## src/rtl/div_iter_pkg.sv

```systemverilog
// Shared widths, state encoding and magnitude helper for the iterative divider.
package div_iter_pkg;

    localparam int unsigned DWORD_W         = 32;
    localparam int unsigned DATA_W          = 64;
    localparam int unsigned CNT_W           = 5;
    localparam int unsigned DIV_CYCLES_DEF  = 32;

    localparam logic [DWORD_W-1:0] ZERO_DWORD = '0;
    localparam logic [DWORD_W-1:0] ONES_DWORD = '1;
    localparam logic [DATA_W-1:0]  ZERO_DATA  = '0;

    typedef enum logic [1:0] {
        DIV_IDLE = 2'd0,
        DIV_CALC = 2'd1,
        DIV_DONE = 2'd2
    } div_state_e;

    // Absolute value when the operand is treated as signed, passthrough otherwise.
    function automatic logic [DWORD_W-1:0] mag(input logic [DWORD_W-1:0] v,
                                               input logic              is_signed);
        return (is_signed && v[DWORD_W-1]) ? DWORD_W'(-v) : v;
    endfunction

endpackage

```

## src/rtl/div_iter.sv

```systemverilog
// Iterative radix-2 restoring divider (DIV/DIVU) for the EX stage.
// Optional: define DIV_EARLY_OUT_EN to finish in one cycle when |dividend| < |divisor|.
module div_iter
    import div_iter_pkg::*;
#(
    parameter int unsigned DIV_CYCLES = DIV_CYCLES_DEF
) (
    input  logic                clk,
    input  logic                rst,
    input  logic                start,
    input  logic                sign,
    input  logic [DWORD_W-1:0]  opa,
    input  logic [DWORD_W-1:0]  opb,
    input  logic                take,
    input  logic                flush,
    output logic                busy,
    output logic                done,
    output logic [DATA_W-1:0]   result
);

    localparam logic [CNT_W-1:0] LAST_CNT = CNT_W'(DIV_CYCLES - 1);

    div_state_e          state_q, state_d;
    logic [CNT_W-1:0]    cnt_q, cnt_d;
    logic [DWORD_W-1:0]  rem_q, rem_d;
    logic [DWORD_W-1:0]  quo_q, quo_d;
    logic [DWORD_W-1:0]  dvs_q, dvs_d;
    logic                neg_quo_q, neg_quo_d;
    logic                neg_rem_q, neg_rem_d;
    logic                done_q, done_d;
    logic [DATA_W-1:0]   result_q, result_d;

    logic                accept;
    logic [DWORD_W-1:0]  a_mag, b_mag;
    logic [DWORD_W:0]    shifted;
    logic                no_borrow;
    logic [DWORD_W-1:0]  rem_nx, quo_nx;

    // Next-state, datapath step and busy decode.
    always_comb begin
        state_d   = state_q;
        cnt_d     = cnt_q;
        rem_d     = rem_q;
        quo_d     = quo_q;
        dvs_d     = dvs_q;
        neg_quo_d = neg_quo_q;
        neg_rem_d = neg_rem_q;
        result_d  = result_q;

        accept = start && !flush &&
                 ((state_q == DIV_IDLE) || ((state_q == DIV_DONE) && take));
        busy   = (state_q == DIV_CALC) || accept;

        a_mag = mag(opa, sign);
        b_mag = mag(opb, sign);

        // Shifted partial remainder can reach 33 bits when the divisor exceeds 2^31.
        shifted   = {rem_q, quo_q[DWORD_W-1]};
        no_borrow = (shifted >= {1'b0, dvs_q});
        rem_nx    = no_borrow ? DWORD_W'(shifted - {1'b0, dvs_q}) : shifted[DWORD_W-1:0];
        quo_nx    = {quo_q[DWORD_W-2:0], no_borrow};

        case (state_q)
            DIV_IDLE: ;
            DIV_CALC: begin
                rem_d = rem_nx;
                quo_d = quo_nx;
                cnt_d = CNT_W'(cnt_q + 1'b1);
                if (cnt_q == LAST_CNT) begin
                    result_d = {(neg_rem_q ? DWORD_W'(-rem_nx) : rem_nx),
                                (neg_quo_q ? DWORD_W'(-quo_nx) : quo_nx)};
                    state_d  = DIV_DONE;
                end
            end
            DIV_DONE: begin
                if (take && !start) state_d = DIV_IDLE;
            end
            default: state_d = DIV_IDLE;
        endcase

        if (accept) begin
            neg_quo_d = sign & (opa[DWORD_W-1] ^ opb[DWORD_W-1]);
            neg_rem_d = sign & opa[DWORD_W-1];
            rem_d     = ZERO_DWORD;
            quo_d     = a_mag;
            dvs_d     = b_mag;
            cnt_d     = '0;
            if (opb == ZERO_DWORD) begin
                state_d  = DIV_DONE;
                result_d = {opa, ONES_DWORD};
            end else begin
`ifdef DIV_EARLY_OUT_EN
                if (a_mag < b_mag) begin
                    state_d  = DIV_DONE;
                    result_d = {opa, ZERO_DWORD};
                end else begin
                    state_d  = DIV_CALC;
                end
`else
                state_d = DIV_CALC;
`endif
            end
        end

        if (flush) state_d = DIV_IDLE;

        done_d = (state_d == DIV_DONE);
    end

    // State and datapath registers.
    always_ff @(posedge clk or posedge rst) begin
        if (rst) begin
            state_q   <= DIV_IDLE;
            cnt_q     <= '0;
            rem_q     <= ZERO_DWORD;
            quo_q     <= ZERO_DWORD;
            dvs_q     <= ZERO_DWORD;
            neg_quo_q <= 1'b0;
            neg_rem_q <= 1'b0;
            done_q    <= 1'b0;
            result_q  <= ZERO_DATA;
        end else begin
            state_q   <= state_d;
            cnt_q     <= cnt_d;
            rem_q     <= rem_d;
            quo_q     <= quo_d;
            dvs_q     <= dvs_d;
            neg_quo_q <= neg_quo_d;
            neg_rem_q <= neg_rem_d;
            done_q    <= done_d;
            result_q  <= result_d;
        end
    end

    assign done   = done_q;
    assign result = result_q;

endmodule

```

## config.mk

```make
export PLATFORM = sky130hd
export DESIGN_NAME = div_iter
export DESIGN_NICKNAME = d
export VERILOG_FILES = /design/src/rtl/div_iter_pkg.sv /design/src/rtl/div_iter.sv
export SDC_FILE = /design/constraint.sdc
export NUM_CORES = 1
export LEC_CHECK = 0
export CAP_MARGIN = 20
export CORE_UTILIZATION = 40
export CTS_CLUSTER_DIAMETER = 200
export DETAILED_ROUTE_END_ITERATION = 10
export DONT_BUFFER_PORTS = 1
export HOLD_SLACK_MARGIN = 0.08
export PLACE_DENSITY = 0.65
export SLEW_MARGIN = 20
export SYNTH_ARGS = -nofsm -noshare
export SYNTH_HDL_FRONTEND = slang
export SYNTH_SLANG_ARGS = --single-unit
```

## constraint.sdc

```tcl
create_clock -name clk -period 6.8 [get_ports clk]
set_input_delay 0.68 -clock clk [delete_from_list [all_inputs] [get_ports clk]]
set_output_delay 0.68 -clock clk [all_outputs]
set_load 0.02 [all_outputs]
```

; After elaboration in Yosys (flattened, before gate mapping)
; Cells that the tools add are included.
[totals]
output_inout_bits = 66
wordCells = 57
input_bits = 70
regBits = 170
[classes]
addsub = 6
order_cmp = 1
n_eq_ne = 4
muxes = 21
bitwise = 3
reduce_logical = 13
[op_table]
columns = cell, n
row1 = $mux W32, 9
row2 = $mux W64, 4
row3 = $neg A32 Y32, 4
row4 = $ge A33 B32 Y1, 1
row5 = $logic_not A32 Y1, 1
row6 = $sub A32 B32 Y32, 1
row7 = $mux W2, 5
row8 = $mux W5, 2
row9 = $logic_and A1 B1 Y1, 6
row10 = $pmux W2 S3, 1
row11 = $add A5 B1 Y5 const B, 1
row12 = $eq A5 B5 Y1 const B, 1
row13 = $eq A2 B2 Y1 const B, 2
row14 = $and A1 B1 Y1, 2
row15 = $eq A2 B1 Y1 const B, 1
row16 = $logic_not A1 Y1, 2
row17 = $logic_not A2 Y1, 1
row18 = $logic_or A1 B1 Y1, 2
row19 = $reduce_bool A2 Y1, 1
row20 = $xor A1 B1 Y1, 1

; Longest topological paths before layout
; Gate-level depths: netlist of run 1.
[depth]
depth_word = 8
mapped_depth = 23
depth_no_buf = 19

; Least setup slack after synthesis of run 1
; Ideal clock, no wire load.
[synth_path]
path_type = reg2reg
startpoint = register rem_q[5]
endpoint = register result_q[60] (netlist: result[60])
n_path_buf = 4
arrival_ps = 4761
setup_ps = 137
stages_incl_launch_ff = 23
period_less_slack_ps = 4898
required_time_ps = 6663
path_slack_ps = 1902
path_cell_list = dfrtp_1 -> ha_1 -> buf_6 -> a21oi_4 -> o21ai_1 -> a22o_1 -> o31ai_2 -> nand2_2 -> inv_2 -> buf_4 -> buf_2 -> buf_2 -> mux2i_1 -> ha_1 -> or4b_2 -> nor3_1 -> nand3_1 -> o31ai_1 -> nand3_1 -> nor2_1 -> and4bb_2 -> mux2i_1 -> a21oi_1
[synth_between]
elab_chain_cells = 8
word_cells_on_any_way = 9
cone_classes = add/sub: 2 / order compare: 1 / mux: 6
[synth_rtl]
columns = element, line_no
row1 = from (decl), div_iter.sv:25  ; logic [DWORD_W-1:0] rem_q, rem_d;
row2 = from (signal assigned), div_iter.sv:125  ; rem_q <= rem_d;
row3 = $sub A32 B32 Y32 or $ge A33 B32 Y1 (tied branches), "div_iter.sv:60, div_iter.sv:59"
row4 = $mux W32 (*), div_iter.sv:60  ; rem_nx = no_borrow ? DWORD_W'(shifted - {1'b0, dvs_q}) : shifted[DWORD_W-1:0];
row5 = $neg A32 Y32, div_iter.sv:70  ; result_d = {(neg_rem_q ? DWORD_W'(-rem_nx) : rem_nx),
row6 = $mux W32 (*), div_iter.sv:70
row7 = $mux W64 (*), div_iter.sv:69  ; if (cnt_q == LAST_CNT) begin
row8 = $mux W64 (*), div_iter.sv:63  ; case (state_q)
row9 = $mux W64, div_iter.sv:88  ; if (opb == ZERO_DWORD) begin
row10 = $mux W64 (*), div_iter.sv:81  ; if (accept) begin
row11 = net result_d[60], div_iter.sv:31  ; logic [DATA_W-1:0] result_q, result_d;
row12 = to (signal assigned), div_iter.sv:131  ; result_q <= result_d;
row13 = to (decl), div_iter.sv:31
; Mark *: on every way through the listed nets, which the timed path passes. The rest lies on a longest branch.
; A chain may end at the register's enable or synchronous reset.

; Worst setup path in the final report of run 1
[layout_path]
startpoint = register rem_q[7]
endpoint = register result_q[60] (netlist: result[60])
; Same word-level chain as after synthesis.

==> impl_metrics.tcl, run 1 <==
set metrics [dict create \
    status "complete, no violations" \
    drc 0 \
    clock.fmax_mhz 188.2 \
    path_cells "ha_1 -> a21oi_2 -> o21ai_1 -> a22o_1 -> o31ai_2 -> nand2_2 -> inv_2 -> mux2i_1 -> ha_1 -> or4b_2 -> nor3_1 -> nand3_1 -> o31ai_1 -> nand3_1 -> nor2_1 -> and4bb_2 -> mux2i_1 -> a21oi_1" \
    synth_top_family_by_area "compound AO/OA/AOI/OAI gates" \
    hpwl_um 26810 \
    grt_overflow 0 \
    final_antenna_net_count 0 \
    hold_viol_final 0 \
    syn_area_um2 12280 \
    cpPeakStageDelay_ns 0.63 \
    setup_violations 0 \
    finalInstanceArea_um2 13100 \
    wl_um 35920 \
    r2r-start "rem_q[7]" \
    arrival_ns 5.59 \
    synth_compound_area_share_pct 25.93 \
    fin_ws_ns 1.488 \
    critical_path_class "reg2reg" \
    reg2reg_to "result[60]" \
    synthXorXnorAreaFrac_pct 9.271 \
    die_h_um 177.2 \
    cts_tree "done" \
    dpl-instance-area_um2 12490 \
    critPathLaunchType "register" \
    num_vias 10776 \
    cts.path.max_buffers 2 \
    area_growth_pct 6.632 \
    synth-simple-area-share_pct 19.39 \
    synth_fa_ha_area_share_pct 4.034 \
    ios 136 \
    period_minus_slack_ns 5.312 \
    layout.nets 1541 \
    grt_pass1_wl_um 56760 \
    cts.clk_slew.worst_paths_ns 0.07 \
    grt_usage_pct 23.07 \
    hold_path_class "in2async" \
    ir_drop_v 0.0002333 \
    h-tree-depth 4 \
    r2r_cells 18 \
    vias_per_cell 5.872 \
    critPathRequiredTime_ns 7.08 \
    post-route-period-util_pct 78.12 \
    grt_pass1_vias 10094 \
    drive_gt1_share_pct 6.298 \
    synth.distinct_cells 92 \
    leakagePower_nw 5.410 \
    dieArea_um2 31410 \
    routedWlPerCell_um 19.57 \
    maxSlewViolCount 0 \
    diodes 0 \
    core_um2 29950 \
    post-cts-setup-buffers 0 \
    grt_max_degree 112 \
    syn_avg_cell_area_um2 8.215 \
    synth_edf_count 0 \
    cap_violations 0 \
    fin_worst_skew_ns 0.01947 \
    relSlewSlack_pct 28.39 \
    place_ws_ns 1.559 \
    drt_pass1_iterations 5 \
    clock-sinks 170 \
    synthArstFlopShare_pct 100.0 \
    cts_inserted_buffers 17 \
    cp_max_fo 13 \
    cts-root-buf "clkbuf_16" \
    regToRegSetupSlack_ns 1.49 \
    crit_buf_inv 1 \
    crit_path_end_kind "register" \
    worst_slew_pin_slew_ns 1.074 \
    gp_congestion 0.9072 \
    drt_iter0_markers 760 \
    cts_resized 0 \
    yosysSeqAreaShare_pct 34.64 \
    slowest_stage "or4b_2" \
    setup_tns_ns 0 \
    die_x_um 177.2 \
    num_rows 63 \
    port_buffers 0 \
    rsz0062_at_grt "no" \
    synthMuxAreaShare_pct 1.487 \
    synth_ff_type "dfrtp_1" \
    yosys_warnings 0 \
    postCtsHoldBufs 0 \
    synth_seq_cells 170 \
    antenna_found_initial 0 \
    clock_latency_ns 0.44 \
    critical_path.top_delay_family "simple AND/OR/NAND/NOR gates" \
    syn_nets 1604 \
    syn_inst 1495 \
    start_util_pct 41.00 \
    powerDensity_nw_per_um2 447.8 \
]
-- flip-flops by register name, indices dropped and copies added, names as in the netlist --
register and cells:
result 64, dvs_q 32, quo_q 32, rem_q 32
cnt_q 5, state_q 2, done 1, neg_quo_q 1
neg_rem_q 1
-- layer usage --
layer	wire (µm)	GRT usage, %	up-vias
li1	-	-	5256
met4	432	5.352	0
met5	0	0	-
met3	2499	4.424	25
met1	16630	31.85	5147
met2	16360	36.96	348
-- final cells by class --
cell class | count | area (µm²)
flip-flops and latches | 170 | 4254
clock buffers | 18 | 429.2
clock inverters | 14 | 178.9
fillers | 2950 | 16860
multi-input cells | 1170 | 7422
inverters | 61 | 234.0
repair buffers | 12 | 90.09
well taps | 390 | 488.0
-- Yosys cell counts, drive strengths merged (4+ instances only) --
cell type / n / area, µm²
nor2: 102 / 385.4
a31oi: 38 / 244.0
and2: 13 / 81.33
buf: 34 / 191.4
nor2b: 4 / 25.02
a221o: 4 / 40.04
nand2b: 13 / 81.33
nand3: 24 / 125.1
a22oi: 20 / 150.1
ha: 38 / 475.5
nand4: 13 / 81.33
xor2: 74 / 648.1
o31ai: 30 / 267.8
and3: 19 / 118.9
o211ai: 44 / 330.3
o21a: 7 / 52.55
dfrtp: 170 / 4254
a21boi: 6 / 45.04
o41ai: 9 / 105.1
or4: 14 / 112.6
a211oi: 12 / 105.1
and4: 5 / 43.79
clkbuf: 60 / 225.2
nor4: 10 / 68.81
or3: 19 / 118.9
nand3b: 5 / 37.54
o22ai: 8 / 50.05
a22o: 7 / 61.31
nor3: 37 / 190.2
a21o: 13 / 97.59
o21ai: 148 / 740.7
mux2i: 16 / 160.2
inv: 61 / 229.0
a21oi: 103 / 545.5
nand2: 207 / 779.5
xnor2: 56 / 490.5
-- stage by stage --
stage / power [mW] / cells / utilization [%] / hold slack [ns]
finish: 5.865 / 1835 / 43.72 / 0.1714
global route: 6.290 / 1835 / 43.72 / 0.2208
CTS: 5.837 / 1835 / 43.72 / 0.1940
detailed placement: 4.791 / 1803 / 41.69 / 0.4719
global placement: 4.775 / 1803 / 41.69 / 0.4639
floorplan: 4.021 / 1495 / - / 0.4498
-- worst max path at each step --
stage                   start  slack (ns)  depth (start not counted)          to
floorplan                 rst        1.52                          1    cnt_q[0]
global placement    rem_q[11]        1.66                         18  result[60]
detailed placement  rem_q[19]        1.56                         18  result[60]
CTS                  rem_q[7]        1.54                         18  result[60]
global route        rem_q[19]        1.05                         18  result[60]
finish               rem_q[7]        1.49                         18  result[60]
-- placed cells by master, fill, tap and decap left out, drive strengths merged, types with 24 or more instances in the layout --
master / netlist / layout
a21oi: 103 / 103
o211ai: 44 / 44
ha: 38 / 38
nand3: 24 / 24
o21ai: 148 / 148
inv: 61 / 68
xor2: 74 / 74
dfrtp: 170 / 170
nor3: 37 / 37
nand2: 207 / 207
nor2: 102 / 102
o31ai: 30 / 30
a31oi: 38 / 38
xnor2: 56 / 56
-- power breakdown --
| part | internal [mW] | switching (mW) |
|---|---|---|
| clock network | 0.559 | 0.475 |
| registers | 1.24 | 0.330 |
| logic | 1.19 | 2.07 |
| total | 2.99 | 2.88 |
-- cells by family after synthesis --
logic type / Yosys count
AO/OA/AOI/OAI: 484
buffers and inverters: 155
flip-flops: 170
XOR/XNOR: 130
AND/OR/NAND/NOR: 499
adder cells (fa/ha/maj): 39
multiplexers: 18
-- worst register-to-register path: stages, from the launching register on --
cell and delay, ns:
dfrtp_1 0.43, ha_1 0.41, a21oi_2 0.29, o21ai_1 0.16, a22o_1 0.26, o31ai_2 0.36, nand2_2 0.28, inv_2 0.14
mux2i_1 0.29, ha_1 0.30, or4b_2 0.63, nor3_1 0.19, nand3_1 0.11, o31ai_1 0.16, nand3_1 0.22, nor2_1 0.35
and4bb_2 0.29, mux2i_1 0.19, a21oi_1 0.09
Power figures use the tool's default switching activity.
==> inputs of run 2 (changes only) <==
==> constraint.sdc (replaced) <==
create_clock -name clk -period 5.15 [get_ports clk]
set_input_delay 0.515 -clock clk [delete_from_list [all_inputs] [get_ports clk]]
set_output_delay 0.515 -clock clk [all_outputs]
set_load 0.02 [all_outputs]
==> run 2 against run 1 <==
- die area unchanged
- worst setup slack lost 1.2 ns
- design area up 1.2%
- clock power rose by 40%
- flip-flop and latch count is the same
- power increased by 35%
- via count about the same
- sequential power rose by 32%
- global-route usage up 0.51 points
==> impl_metrics.tcl, run 2 (synthesized netlist as in run 1, its figures left out) <==
set metrics [dict create \
    core_um2 29950 \
    ir_drop_v 0.0003221 \
    dieArea_um2 31410 \
    dpl-instance-area_um2 12590 \
    cts_tree "done" \
    grt_pass1_vias 10299 \
    leakagePower_nw 5.507 \
    critPathLaunchType "register" \
    final_common_cell "nand2_1" \
    antenna_found_initial 0 \
    clock.fmax_mhz 206.0 \
    area_growth_pct 7.936 \
    cts.clk_slew.worst_paths_ns 0.07 \
    post-cts-setup-buffers 0 \
    clock-sinks 170 \
    r2r-start "rem_q[18]" \
    crit_path_end_kind "register" \
    cts.path.max_buffers 2 \
    grt_usage_pct 23.57 \
    hold_viol_final 0 \
    vias_per_cell 5.829 \
    diodes 0 \
    layout.nets 1556 \
    arrival_ns 5.13 \
    hpwl_um 27710 \
    num_vias 10778 \
    die_x_um 177.2 \
    clock_latency_ns 0.43 \
    h-tree-depth 4 \
    drt_iter0_markers 757 \
    drc 0 \
    setup_violations 0 \
    hold-worst-slack_ns 0.07510 \
    maxSlewViolCount 0 \
    cts_inserted_buffers 17 \
    port_buffers 0 \
    die_h_um 177.2 \
    grt_overflow 0 \
    rsz0062_at_grt "no" \
    cts_resized 0 \
    num_rows 63 \
    fin_worst_skew_ns 0.01270 \
    cp_max_fo 12 \
    ios 136 \
    post-route-period-util_pct 94.26 \
    hold_path_class "in2async" \
    drive_gt1_share_pct 7.265 \
    crit_start "rem_q[18]" \
    worst_slew_pin_slew_ns 1.003 \
    cts-root-buf "clkbuf_16" \
    critPathRequiredTime_ns 5.43 \
    powerDensity_nw_per_um2 597.3 \
    start_util_pct 41.00 \
    period_minus_slack_ns 4.854 \
    final_antenna_net_count 0 \
    setup_tns_ns 0 \
    gp_congestion 0.9130 \
    routedWlPerCell_um 19.74 \
    critical_path_class "reg2reg" \
    largest_reg_flops 64 \
    status "complete, no violations" \
    grt_max_degree 102 \
    finalInstanceArea_um2 13260 \
    nFillCells 2989 \
    postCtsHoldBufs 0 \
    cap_violations 0 \
    grt_pass1_wl_um 57930 \
    wl_um 36500 \
    drt_pass1_iterations 5 \
    final_cell_mix "nand2_1 (204), dfrtp_1 (170), o21ai_0 (137)" \
    r2r_cells 18 \
    relSlewSlack_pct 33.10 \
]
==> run 2: cell types whose count changed in the layout (fill, tap and decap cells not counted), sizes merged <==
cell      previous run  this run
bufinv               2         4
clkinvlp             3         1
buf                 12        27
clkinv               2         1
==> run 2: report_power, final <==
part,switching [mW],internal [mW]
clock,0.610,0.830
sequential,0.433,1.64
combinational,2.77,1.64
==> run 2: area by class of cell <==
type,instances,area (µm²),area share [%]
tap,390,488.0,3.681
inverter,61,234.0,1.765
clock inverter,13,207.7,1.567
timing repair buffer,27,206.4,1.557
clock buffer,18,429.2,3.237
sequential,170,4254,32.09
multi-input combinational,1170,7437,56.10
==> run 2: layer usage <==
layer | vias to the layer above | share of wire [%] | global-route usage, %
li1 | 5296 | - | -
met1 | 5128 | 46 | 32.63
met2 | 319 | 45 | 37.50
met3 | 35 | 6.4 | 4.231
met4 | 0 | 1.9 | 6.322
met5 | - | 0 | 0
==> run 2: worst max-delay path: stages (launching register included) <==
cell and delay, ns:
dfrtp_1 0.44, ha_1 0.54, and4_1 0.34, nand4_1 0.21, nor3_2 0.36, o31ai_4 0.17, nand2_2 0.15, inv_2 0.05
mux2i_1 0.24, ha_1 0.21, or4b_2 0.62, nor3_1 0.17, nand3_1 0.10, o31ai_1 0.13, nand3_1 0.19, nor2_1 0.25
and4bb_2 0.27, mux2i_1 0.18, a21oi_1 0.08
==> run 2: path summary, 6_finish.rpt <==
path                       slack (ns)         end
min                              0.08   result[3]
max                              0.30  result[60]
max reg2reg                      0.30  result[60]
min reg2reg                      0.48   dvs_q[12]
max in group asynchronous        3.93   quo_q[10]
min in group clk                 0.13  state_q[1]
==> run 2: per-stage QoR <==
step | util (%) | worst slack [ns] | cells | total power [mW]
5_1_grt | 44.26 | 0.01144 | 1849 | 8.478
3_5_place_dp | 42.04 | 0.2906 | 1817 | 6.422
6_report | 44.26 | 0.2957 | 1849 | 7.917
3_3_place_gp | 42.04 | 0.3696 | 1817 | 6.393
2_1_floorplan | - | 0.03156 | 1495 | 5.309
4_1_cts | 44.17 | 0.2828 | 1848 | 7.878
